## src/rtl/ex_md_issue.sv

```systemverilog
// rtl/ex_md_issue.sv - D->E issue register with multiply/divide-busy interlock.
// Optional MD_PERF_CNT_EN adds saturating MD stall cycle/event counters.
module ex_md_issue #(
  parameter logic [3:0] MD_FIRST = 4'b0010,
  parameter logic [3:0] MD_LAST  = 4'b1001
) (
  input  logic        clk,
  input  logic        reset,
  input  logic [31:0] d_pc,
  input  logic [31:0] d_rs_val,
  input  logic [31:0] d_rt_val,
  input  logic [3:0]  d_hiloop,
  input  logic        d_regwrite,
  input  logic [4:0]  d_wa,
  input  logic        ext_stall,
  input  logic        e_clr,
  input  logic        md_busy,
  output logic [31:0] e_pc,
  output logic [31:0] e_d1,
  output logic [31:0] e_d2,
  output logic [3:0]  e_hiloop,
  output logic        e_regwrite,
  output logic [4:0]  e_wa,
`ifdef MD_PERF_CNT_EN
  output logic [31:0] md_stall_cycles,
  output logic [15:0] md_stall_events,
`endif
  output logic        stall_d,
  output logic        md_stall
);

  typedef enum logic {RUN = 1'b0, MDWAIT = 1'b1} state_t;

  state_t      state_q, state_d;
  logic        d_is_md;
  logic        bubble;
  logic [31:0] e_pc_q, e_d1_q, e_d2_q;
  logic [3:0]  e_hiloop_q;
  logic        e_regwrite_q;
  logic [4:0]  e_wa_q;

  assign d_is_md  = (d_hiloop >= MD_FIRST) && (d_hiloop <= MD_LAST);
  assign md_stall = d_is_md & md_busy;
  assign stall_d  = md_stall | ext_stall;
  assign bubble   = stall_d | e_clr;

  // E never holds: a stalled D instruction leaves a bubble behind it.
  always_ff @(posedge clk) begin
    if (reset || bubble) begin
      e_pc_q       <= '0;
      e_d1_q       <= '0;
      e_d2_q       <= '0;
      e_hiloop_q   <= '0;
      e_regwrite_q <= 1'b0;
      e_wa_q       <= '0;
    end else begin
      e_pc_q       <= d_pc;
      e_d1_q       <= d_rs_val;
      e_d2_q       <= d_rt_val;
      e_hiloop_q   <= d_hiloop;
      e_regwrite_q <= d_regwrite;
      e_wa_q       <= d_wa;
    end
  end

  assign e_pc       = e_pc_q;
  assign e_d1       = e_d1_q;
  assign e_d2       = e_d2_q;
  assign e_hiloop   = e_hiloop_q;
  assign e_regwrite = e_regwrite_q;
  assign e_wa       = e_wa_q;

  always_ff @(posedge clk) begin
    if (reset) state_q <= RUN;
    else       state_q <= state_d;
  end

  always_comb begin
    state_d = state_q;
    case (state_q)
      RUN:     if (md_stall)  state_d = MDWAIT;
      MDWAIT:  if (!md_stall) state_d = RUN;
      default: state_d = RUN;
    endcase
  end

`ifdef MD_PERF_CNT_EN
  logic [31:0] cycles_q, cycles_d;
  logic [15:0] events_q, events_d;

  always_comb begin
    cycles_d = cycles_q;
    events_d = events_q;
    if (md_stall && (cycles_q != '1)) cycles_d = cycles_q + 32'd1;
    if (md_stall && (state_q == RUN) && (events_q != '1)) events_d = events_q + 16'd1;
  end

  always_ff @(posedge clk) begin
    if (reset) begin
      cycles_q <= '0;
      events_q <= '0;
    end else begin
      cycles_q <= cycles_d;
      events_q <= events_d;
    end
  end

  assign md_stall_cycles = cycles_q;
  assign md_stall_events = events_q;
`endif

endmodule

```

## config.mk

```make
export PLATFORM = sky130hd
export DESIGN_NAME = ex_md_issue
export DESIGN_NICKNAME = d
export VERILOG_FILES = /design/src/rtl/ex_md_issue.sv
export SDC_FILE = /design/constraint.sdc
export NUM_CORES = 1
export LEC_CHECK = 0
export CAP_MARGIN = 10
export CORE_ASPECT_RATIO = 1.5
export CORE_MARGIN = 4
export CORE_UTILIZATION = 33
export CTS_CLUSTER_SIZE = 10
export DETAILED_ROUTE_END_ITERATION = 8
export PLACE_DENSITY = 0.79
export SLEW_MARGIN = 20
export SYNTH_ARGS = -nofsm -noshare
export SYNTH_HDL_FRONTEND = slang
export SYNTH_SLANG_ARGS = --single-unit
```

## constraint.sdc

```tcl
create_clock -name clk -period 1.6 [get_ports clk]
set_input_delay 0.32 -clock clk [delete_from_list [all_inputs] [get_ports clk]]
set_output_delay 0.32 -clock clk [all_outputs]
set_load 0.02 [all_outputs]
```

# Word level (Yosys, flattened, before mapping)
# Index checks and enable logic that the tools add are counted.
totals:
  reg_bits: 106
  input_bits: 111
  out_inout_bits: 108
  elab_cells: 13
classes:
  order_cmp: 2
  bitwise_logic: 3
  n_reduce_logical: 2
op_table:
  columns: ["operator", "n"]
  rows:
  - ["$ge 4x2->1 const B", 1]
  - ["$le 4x4->1 const B", 1]
  - ["$or 1x1->1", 2]
  - ["$and 1x1->1", 1]
  - ["$logic_and 1x1->1", 1]
  - ["$logic_or 1x1->1", 1]

# Logic depth before layout (Yosys ltp)
# Gate-level depths: netlist (run 1).
depth:
  depth_word: 6
  mapped_depth: 5

# Worst setup path after synthesis (run 1)
# Ideal clock, no wire load.
synth_timing:
  path_type: "in2out"
  startpoint: "in d_hiloop[1]"
  endpoint: "out stall_d"
  arrival_time_ns: 1.306
  required_time_ns: 1.280
  path_slack_ns: -0.026
  path_stages: 3
  path_buffers: 0
  path_cell_list: "or3_4 > and3_1 > or2_2"
synth_between:
  elab_chain_len: 4
  elab_cells_between_ends: 5
  classes_between: "order compare: 2; bitwise: 2; reduce/logical: 1"
synth_rtl:
  columns: ["item", "line_no", "text"]
  rows:
  - ["start: declaration", "12", "input logic [3:0] d_hiloop,"]
  - ["$ge 4x2->1 or $le 4x4->1 (tied branches)", "42", "assign d_is_md = (d_hiloop >= MD_FIRST) && (d_hiloop <= MD_LAST);"]
  - ["$logic_and 1x1->1 *", "42", null]
  - ["$and 1x1->1 *", "43", "assign md_stall = d_is_md & md_busy;"]
  - ["net md_stall", "29", "output logic md_stall"]
  - ["$or 1x1->1 *", "44", "assign stall_d = md_stall | ext_stall;"]
  - ["end: declaration", "28", "output logic stall_d,"]
# Mark *: on every way through the listed nets, which the timed path passes. The rest lies on a longest branch.

# Worst setup path after layout (run 1)
layout_timing:
  startpoint: "in d_hiloop[3]"
  endpoint: "out stall_d"
layout_between:
  elab_chain_len: 4
  elab_cells_between_ends: 5
  classes_between: "order compare: 2; bitwise: 2; reduce/logical: 1"
layout_rtl:
  columns: ["item", "line_no"]
  rows:
  - ["$ge 4x2->1 or $le 4x4->1 (tied branches)", "42"]
  - ["$logic_and 1x1->1 *", "42"]
  - ["$and 1x1->1 *", "43"]
  - ["$or 1x1->1 *", "44"]
# Every way passes the cells marked *; elsewhere a longest branch is shown, timed or not.

==> results_dict.tcl, run 1 <==
set metrics [dict create \
    required_ps 1280 \
    p_leak_nw 3.26 \
    fp.dieH_um 123 \
    clockBufferDepth 2 \
    area_growth_pct 96.1 \
    antenna_found_initial 0 \
    overflow 0 \
    syn_area_sq_mm 0.00292 \
    pwr_density_cell_mw_per_mm2 950 \
    ir_drop_v 0.000720 \
    die_area_sq_mm 0.0104 \
    whs_ps 300 \
    fin_crit_sh 1.03 \
    numCtsBuffers 9 \
    power_mw 5.44 \
    die_w_um 84.8 \
    instances_no_fill 573 \
    drtIter0Drc 33 \
    via_per_inst 4.10 \
    antennaDiodeCount 0 \
    hpwl_mm 6.58 \
    placed_cells 551 \
    drv_cap 0 \
    syn-num-nets 340 \
    track_usage 0.153 \
    cp_max_fo 2 \
    ys_seq_elements 106 \
    end_kind "output port" \
    wire_per_inst_um 15.3 \
    fmax_mhz 608 \
    status "finished, violations left" \
    vias 2352 \
    start_kind "primary input" \
    ys_types 10 \
    setup_ws_ps -45.0 \
    drt_wl_total_mm 8.75 \
    num-fill-cells 656 \
    hp-class "in2reg" \
    grt_pass1_wl_mm 12.1 \
    crit_type "in2out" \
    dp_slack_ps -828 \
    final_nets 572 \
    grt_setup_unrepaired "true" \
    firstDrtPassIters 5 \
    numPortBuffers 218 \
    intPower_mw 4.34 \
    finalMaxSlewViolations 0 \
    min_period_ps 1640 \
    place_area_sq_mm 0.00525 \
    path_clk_slew_ps 60 \
    max-slew-margin-rel 0.798 \
    clock_sinks 106 \
    finalHoldViolCount 0 \
    postLayoutCellArea_sq_mm 0.00573 \
    core_sq_mm 0.00852 \
    grt_pass1_vias 2392 \
    worst_pin_slew_ps 304 \
    crit_arrival_ps 1320 \
    p_clk_frac 0.393 \
    yosysWarnings 0 \
    netlist_instances 229 \
    cts_tree "built" \
    combinationalPowerShare 0.107 \
    violations "setup timing" \
    avgSynthCellArea_sq_um 12.8 \
    cts_root_buf "clkbuf_16" \
    grt_max_degree 61 \
    drive_gt1_frac 0.0837 \
    swShare 0.202 \
    final_core_utilization 0.673 \
    pin_count 219 \
    switchingPower_mw 1.10 \
    route.detailed.drc 0 \
    tns_ps -45.0 \
    setup_viol 1 \
    h-tree-depth 3 \
    ant_nets 0 \
    power_frac_seq 0.499 \
    rows 41 \
    start_util 0.343 \
    yosysSeqAreaShare 0.727 \
    place.gp.congestion 0.749 \
]
[state kept, by name, summed over array words and instances (netlist names)]
| name | cells |
|---|---|
| e_regwrite | 1 |
| e_wa | 5 |
| e_d2 | 32 |
| e_pc | 32 |
| e_d1 | 32 |
| e_hiloop | 4 |
[cells in the mapped netlist]
library cell	count	area, sq um
or3_4	1	11.3
or2_2	1	6.26
and2_1	106	663
buf_6	5	56.3
or3_1	1	6.26
dfxtp_1	106	2120
o21ai_0	1	5.00
clkbuf_1	6	22.5
and3_1	1	6.26
a31oi_4	1	21.3
[power by group through the flow]
| stage | sequential [mW] | clock [mW] | combinational [mW] |
|---|---|---|---|
| 3_5_place_dp | 2.78 | 0 | 0.582 |
| 5_1_grt | 2.72 | 2.30 | 0.620 |
| 4_1_cts | 2.72 | 2.21 | 0.577 |
| 6_report | 2.72 | 2.14 | 0.584 |
| 2_1_floorplan | 2.86 | 0 | 0.0800 |
| 3_3_place_gp | 2.78 | 0 | 0.576 |
[layout make-up]
class	instances	area, sq um	share of cell area
Clock buffer	11	243	0.0424
Multi-Input combinational cell	112	732	0.128
Tap cell	107	134	0.0234
Sequential cell	106	2120	0.370
Timing Repair Buffer	232	2440	0.427
Clock inverter	5	53.8	0.00939
[final timing paths]
kind,startpoint,endpoint,depth (start not counted)
worst min-delay path,d_hiloop[2],e_hiloop[2],3
worst max-delay path,d_hiloop[3],stall_d,5
[routing by layer]
layer / up-vias / routed length, um / part of all wire / global-route usage
met5: - / 0 / 0 / 0
met4: 0 / 145 / 0.017 / 0.0614
met3: 11 / 944 / 0.11 / 0.0687
met2: 129 / 4870 / 0.56 / 0.294
met1: 1055 / 2790 / 0.32 / 0.138
li1: 1157 / - / - / -
[layout by cell type (no fill, tap or decap), types with 2 or more instances in the layout]
cell type        count
and2_1             106
buf_4               10
dfxtp_1            106
clkbuf_16           11
buf_6                3
clkinv_2             3
clkdlybuf4s50_1    137
dlymetal6s2s_1      51
buf_12               2
or3_4                2
dlygate4sd2_1       25
[worst max-delay path, stage by stage]
cell,delay (ps)
buf_6,90
or3_4,380
and3_4,180
or2_4,220
buf_6,130
[timing repair]
item | 4_1_cts | 5_1_grt
gates cloned | 0 | 2
pin swaps | 2 | 2
setup buffers | 1 | 3
hold buffers | 0 | 0
resized for setup | 49 | 53
setup endpoints to repair | 95 | 81
[logic make-up after synthesis]
family	synth area share
flops	0.727
buf+inv	0.0270
compound gates	0.00900
simple gates	0.237
Power figures use the tool's default switching activity.
==> run 2, diff against run 1 <==
- GPL_ROUTABILITY_DRIVEN: not set -> 0
==> results of run 2 <==
No change in the layout: final DEF, timing and power equal those of run 1.
